==> src/rtl/gearbox_pkg.sv <==
// Shared constants and types for the 66b->64b transmit gearbox.
// The period and sequence-counter width follow from the payload and header widths.
package gearbox_pkg;

  localparam int GB_DATA_W = 64;
  localparam int GB_HEAD_W = 2;

  // One extra cycle per period drains the accumulated header bits.
  function automatic int gb_period(input int data_w, input int head_w);
    return data_w / head_w + 1;
  endfunction

  localparam int P     = gb_period(GB_DATA_W, GB_HEAD_W);
  localparam int SEQ_W = $clog2(P);

  typedef logic [SEQ_W-1:0] seq_t;

endpackage

==> src/rtl/gearbox_tx_if.sv <==
// Upstream block / downstream SERDES bundle for gearbox_tx.
// Handshake: the upstream presents one block (valid_i) on every cycle where
// full_o is low; on a cycle where full_o is high, data_i is ignored and the
// upstream must hold off. full_o is decoded combinationally from the sequence
// register, so it is valid for the whole cycle it applies to.
interface gearbox_tx_if #(
  parameter int LANE_N = 4,
  parameter int DATA_W = 64,
  parameter int HEAD_W = 2
);
  localparam int BLOCK_W = DATA_W + HEAD_W;

  logic                       valid_i;
  logic [LANE_N*BLOCK_W-1:0]  data_i;
  logic                       full_o;
  logic [LANE_N*DATA_W-1:0]   data_o;

  modport master (output valid_i, output data_i, input full_o, input data_o);
  modport slave  (input valid_i, input data_i, output full_o, output data_o);

endinterface

==> src/rtl/gearbox_tx_lane.sv <==
// Per-lane gearbox datapath: residue register plus registered SERDES word.
// res_q holds HEAD_W*seq valid low bits; all higher bits are kept zero so the
// residue can simply be OR-ed under the shifted payload.
module gearbox_tx_lane
  import gearbox_pkg::*;
#(
  parameter int HEAD_W  = GB_HEAD_W,
  parameter int DATA_W  = GB_DATA_W,
  parameter int BLOCK_W = DATA_W + HEAD_W
) (
  input  logic               clk,
  input  logic               nreset,
  input  seq_t               seq,
  input  logic [BLOCK_W-1:0] block,
  output logic [DATA_W-1:0]  data
);

  localparam int   SHW      = $clog2(DATA_W + 1);
  localparam seq_t SEQ_LAST = seq_t'(P - 1);

  logic [DATA_W-1:0]  res_q;
  logic [DATA_W-1:0]  res_d;
  logic [DATA_W-1:0]  data_d;
  logic [BLOCK_W-1:0] hi_bits;
  logic [SHW-1:0]     lo_sh;
  logic [SHW-1:0]     hi_sh;

  // Next word/residue: splice payload above the residue, or drain the residue.
  always_comb begin
    lo_sh   = SHW'(HEAD_W * int'(seq));
    hi_sh   = SHW'(DATA_W - HEAD_W * int'(seq));
    data_d  = res_q;
    res_d   = '0;
    hi_bits = '0;
    if (seq != SEQ_LAST) begin
      data_d  = (block[DATA_W-1:0] << lo_sh) | res_q;
      hi_bits = block >> hi_sh;
      res_d   = hi_bits[DATA_W-1:0];
    end
  end

  // Residue and output word registers; reset discards any partial residue.
  always_ff @(posedge clk) begin
    if (!nreset) begin
      res_q <= '0;
      data  <= '0;
    end else begin
      res_q <= res_d;
      data  <= data_d;
    end
  end

endmodule

==> src/rtl/gearbox_tx.sv <==
// Transmit gearbox top: 66-bit PCS blocks in, 64-bit SERDES words out.
// One shared sequence counter drives every lane, so all lanes stall together.
// Optional feature macro: GEARBOX_TX_ERR_EN adds err_o, a sticky flag for
// overrun (valid_i during full_o) and underrun (missing block once started).
module gearbox_tx
  import gearbox_pkg::*;
#(
  parameter int LANE_N  = 4,
  parameter int HEAD_W  = GB_HEAD_W,
  parameter int DATA_W  = GB_DATA_W,
  parameter int BLOCK_W = DATA_W + HEAD_W
) (
  input  logic         clk,
  input  logic         nreset,
  gearbox_tx_if.slave  bus
`ifdef GEARBOX_TX_ERR_EN
  ,
  output logic         err_o
`endif
);

  localparam seq_t SEQ_LAST = seq_t'(P - 1);

  seq_t                     seq_q;
  logic                     full;
  logic [LANE_N*DATA_W-1:0] data_all;

  // Free-running period counter 0..P-1, independent of valid_i.
  always_ff @(posedge clk) begin
    if (!nreset)                seq_q <= '0;
    else if (seq_q == SEQ_LAST) seq_q <= '0;
    else                        seq_q <= seq_q + seq_t'(1);
  end

  assign full       = (seq_q == SEQ_LAST);
  assign bus.full_o = full;
  assign bus.data_o = data_all;

  for (genvar l = 0; l < LANE_N; l++) begin : g_lane
    gearbox_tx_lane #(
      .HEAD_W  (HEAD_W),
      .DATA_W  (DATA_W),
      .BLOCK_W (BLOCK_W)
    ) u_lane (
      .clk    (clk),
      .nreset (nreset),
      .seq    (seq_q),
      .block  (bus.data_i[l*BLOCK_W +: BLOCK_W]),
      .data   (data_all[l*DATA_W +: DATA_W])
    );
  end

`ifdef GEARBOX_TX_ERR_EN
  logic started_q;
  logic err_q;

  // Sticky protocol checker; underrun only counts after the first block.
  always_ff @(posedge clk) begin
    if (!nreset) begin
      started_q <= 1'b0;
      err_q     <= 1'b0;
    end else begin
      if (bus.valid_i) started_q <= 1'b1;
      if ((bus.valid_i && full) || (!bus.valid_i && !full && started_q))
        err_q <= 1'b1;
    end
  end

  assign err_o = err_q;
`else
  logic unused_valid;
  assign unused_valid = bus.valid_i;
`endif

endmodule
==> src/flat_wrapper.sv <==
// flat-port wrapper written by rule: the top's interface ports become plain ports
module gearbox_tx_flat import gearbox_pkg::*;
#(
  parameter int LANE_N  = 4,
  parameter int HEAD_W  = GB_HEAD_W,
  parameter int DATA_W  = GB_DATA_W,
  parameter int BLOCK_W = DATA_W + HEAD_W
)
  (clk, nreset, bus_valid_i, bus_data_i, bus_full_o, bus_data_o);
  gearbox_tx_if #(.LANE_N(LANE_N), .DATA_W(DATA_W), .HEAD_W(HEAD_W)) bus_i ();
  input  logic clk;
  input  logic nreset;
  input wire logic [$bits(bus_i.valid_i)-1:0] bus_valid_i;
  input wire logic [$bits(bus_i.data_i)-1:0] bus_data_i;
  output wire logic [$bits(bus_i.full_o)-1:0] bus_full_o;
  output wire logic [$bits(bus_i.data_o)-1:0] bus_data_o;
  assign bus_i.valid_i = bus_valid_i;
  assign bus_i.data_i = bus_data_i;
  assign bus_full_o = bus_i.full_o;
  assign bus_data_o = bus_i.data_o;
  gearbox_tx #(.LANE_N(LANE_N), .HEAD_W(HEAD_W), .DATA_W(DATA_W), .BLOCK_W(BLOCK_W)) u_core (.clk(clk), .nreset(nreset), .bus(bus_i));
endmodule
==> config.mk <==
export PLATFORM = sky130hd
export DESIGN_NAME = gearbox_tx_flat
export DESIGN_NICKNAME = d
export VERILOG_FILES = /design/src/rtl/gearbox_pkg.sv /design/src/rtl/gearbox_tx_if.sv /design/src/rtl/gearbox_tx_lane.sv /design/src/rtl/gearbox_tx.sv /design/src/flat_wrapper.sv
export SDC_FILE = /design/constraint.sdc
export NUM_CORES = 2
export LEC_CHECK = 0
export BUFFER_PORTS_ARGS = -buffer_cell sky130_fd_sc_hd__buf_2
export CAP_MARGIN = 0
export CORE_MARGIN = 10
export CORE_UTILIZATION = 55
export CTS_BUF_LIST = sky130_fd_sc_hd__clkbuf_4
export DETAILED_ROUTE_END_ITERATION = 6
export PLACE_DENSITY = 0.87
export SLEW_MARGIN = 10
export SYNTH_ARGS = -nofsm -noshare
export SYNTH_HDL_FRONTEND = slang
export SYNTH_SLANG_ARGS = --single-unit
==> constraint.sdc <==
create_clock -name clk -period 4.1 [get_ports clk]
set_input_delay 0.615 -clock clk [delete_from_list [all_inputs] [get_ports clk]]
set_output_delay 0.615 -clock clk [all_outputs]
set_load 0.02 [all_outputs]
==> metrics <==
status=complete, but fails checks; failing checks=design-rule violations; share of the synthesized area in the top cell type=26.8%; routed vias=42,900; setup TNS=0 ns; CTS root buf=clkbuf_4; share of post-route cells with drive strength above 1=34.5%; synth cell count leaders=563 x nand2_1, 518 x dfxtp_1, 473 x mux4_2; floorplan core area=71,500 um^2; Hold Crit Class=in2reg; synth warn=0; vias in the first global route=39,700; Post-synth ARST share=0%; Arrival @ worst endpoint=4.54 ns; HPWL after DPL=152 mm; initial antenna violation count=42; row count=98; Post-Syn Instances=4,142; top cells by area, synth=mux4_2 27%, dfxtp_1 26%, mux2i_1 6.3%, mux2_2 5.5%, nand2_1 5.3%; Synth area leader=mux4_2; first-pass GRT wire length=296 mm; Initial Utilization=55.5%; grt total ovfl=0; Die Y=289 um; htree depth=4; Global Route Usage Sum=49.4%; Max Freq=270 MHz; Setup CP Type=reg2reg; library cells used by synthesis=74; Worst setup SP type=register; final hold violations=0; CTS Buf Count=139; WL per Instance=38.0 um; Skew-Pair Late Insertion Delay=1.06 ns; Die W=289 um; RSZ-0062 raised after global routing=false; relative max-transition margin=11.8%; Ports=524; Worst Tran Pin Value=1.32 ns; Area growth syn-to-layout=13.6%; Worst Clk Skew=0.0586 ns; Leakage=18.0 nW; IO buf count=522; crit path max fanout=53; Mapped Nets=4,411; nets@finish=4,828; synthesized area per cell=9.58 um^2; critical path required time=4.94 ns; max cap viols=0; clock buffer depth=3; Via density=7.62; most frequent cell after synthesis=nand2_1; Post-synth EDFFs=0; CTS tree=yes; Clock transition at path regs=0.06 ns; final setup vio count=0; Antenna Violating Nets Remaining=0; Synth Cell Area=39,700 um^2; Routed Wire Length=214 mm; sequential fraction of the synthesis area=26.1%; GPL Wtd Cong=1.07; die area=83,300 um^2; final worst path period share=90.3%; DRC errors left=50; DRT iter0 DRCs=9,347; CTS sink count=518; min cycle time layout=3.70 ns; Most used DFF post-synth=dfxtp_1; Setup crit end kind=register; Peak VDD IR=0.000270 V; #FFs+latches synth=518; drt pass-1 iters=7; largest net degree at the start of global routing=133; final core utilization=63.1%; final max-slew violation count=0; post-CTS setup buffer count=0; PD cells=436 nW/um^2
-- placed cells by master (no fill, tap or decap), types with 14 or more instances in the layout --
cell / instances
mux2_2: 194
o21bai_1: 20
o211ai_1: 67
a32oi_1: 26
mux4_2: 473
nor2_1: 446
o31a_1: 40
a31oi_1: 25
a221oi_1: 17
nor3_1: 30
o221ai_1: 14
a22oi_1: 15
a21oi_1: 349
dlygate4sd3_1: 15
o21ai_0: 146
clkinv_1: 29
buf_2: 521
nor2b_1: 45
mux2i_1: 248
nand2b_1: 28
clkbuf_4: 183
o21a_1: 69
a211oi_1: 36
nand2_1: 560
buf_12: 30
dfxtp_1: 512
nand3_1: 54
buf_4: 136
o22ai_1: 99
diode_2: 24
-- critical path: stages (launching register included) --
cell,delay (ns)
dfxtp_4,0.46
buf_4,0.72
nand2b_1,0.97
o22ai_1,0.54
o211ai_1,0.12
a21oi_1,0.70
-- where the power goes --
group	internal, mW	switching (mW)	leakage (nW)
Combinational	3.24	5.74	12.8
Clock	2.34	2.40	1.02
Sequential	5.63	0.309	4.27
-- layer usage --
layer | global-route usage (%) | vias to the layer above | part of all wire (%)
met1 | 63.3 | 20300 | 35
met2 | 62.1 | 4732 | 37
met3 | 32.0 | 1086 | 21
met5 | 3.37 | - | 0.31
met4 | 24.7 | 56 | 6.5
li1 | - | 16700 | -
-- registers in the layout (all words and copies together), names as in the netlist --
| signal | flops |
|---|---|
| u_core.g_lane.u_lane.data | 256 |
| u_core.seq_q | 6 |
| u_core.g_lane.u_lane.res_q | 256 |
-- path summary, 6_finish.rpt --
kind	startpoint	depth (start not counted)	to	slack [ns]
max	u_core.seq_q[1]	5	u_core.g_lane[1].u_lane.data[24]	0.40
min	bus_data_i[67]	3	u_core.g_lane[1].u_lane.data[33]	0.07
max reg2reg	u_core.seq_q[1]	5	u_core.g_lane[1].u_lane.data[24]	0.40
min reg2reg	u_core.g_lane[0].u_lane.res_q[2]	2	u_core.g_lane[0].u_lane.data[2]	0.44
-- what timing repair did --
item,4_1_cts,5_1_grt
hold buffers,15,0
resized for setup,0,0
endpoints found under the hold margin,30,0
-- metrics by stage --
step                setup WS, ns  instance area, um^2  hold WS (ns)  std cells  power [mW]
floorplan                  0.398                39700         0.406       4142        11.3
global placement           0.727                43200         0.421       5353        14.4
detailed placement         0.665                43200         0.430       5353        14.4
CTS                        0.539                45000      0.000584       5604        19.0
global route               0.457                45100        0.0759       5619        20.1
finish                     0.399                45100        0.0680       5628        19.7
-- logic make-up (layout without fill, tap and decap cells) --
| logic type | count (synthesis) | count (layout) | synth area share, % |
|---|---|---|---|
| and+or+nand+nor | 1220 | 1220 | 12.7 |
| AOI/OAI and AO/OA | 1031 | 1031 | 16.7 |
| muxes | 922 | 922 | 38.8 |
| DFF | 518 | 518 | 26.1 |
| buffers and inverters | 441 | 953 | 5.35 |
| xor gates and xnor gates | 8 | 8 | 0.195 |
| adders and majority gates | 2 | 2 | 0.0630 |
| other | 0 | 24 | 0 |
-- layout make-up --
| type | count | area (um^2) |
|---|---|---|
| multi-input combinational | 3183 | 27300 |
| timing repair buffer | 702 | 4380 |
| sequential | 518 | 10400 |
| antenna | 24 | 60.1 |
| fill | 6123 | 26400 |
| inverter | 15 | 68.8 |
| clock buffer | 183 | 1370 |
| tap | 950 | 1190 |
| clock inverter | 53 | 335 |
Power figures use the tool's default switching activity.
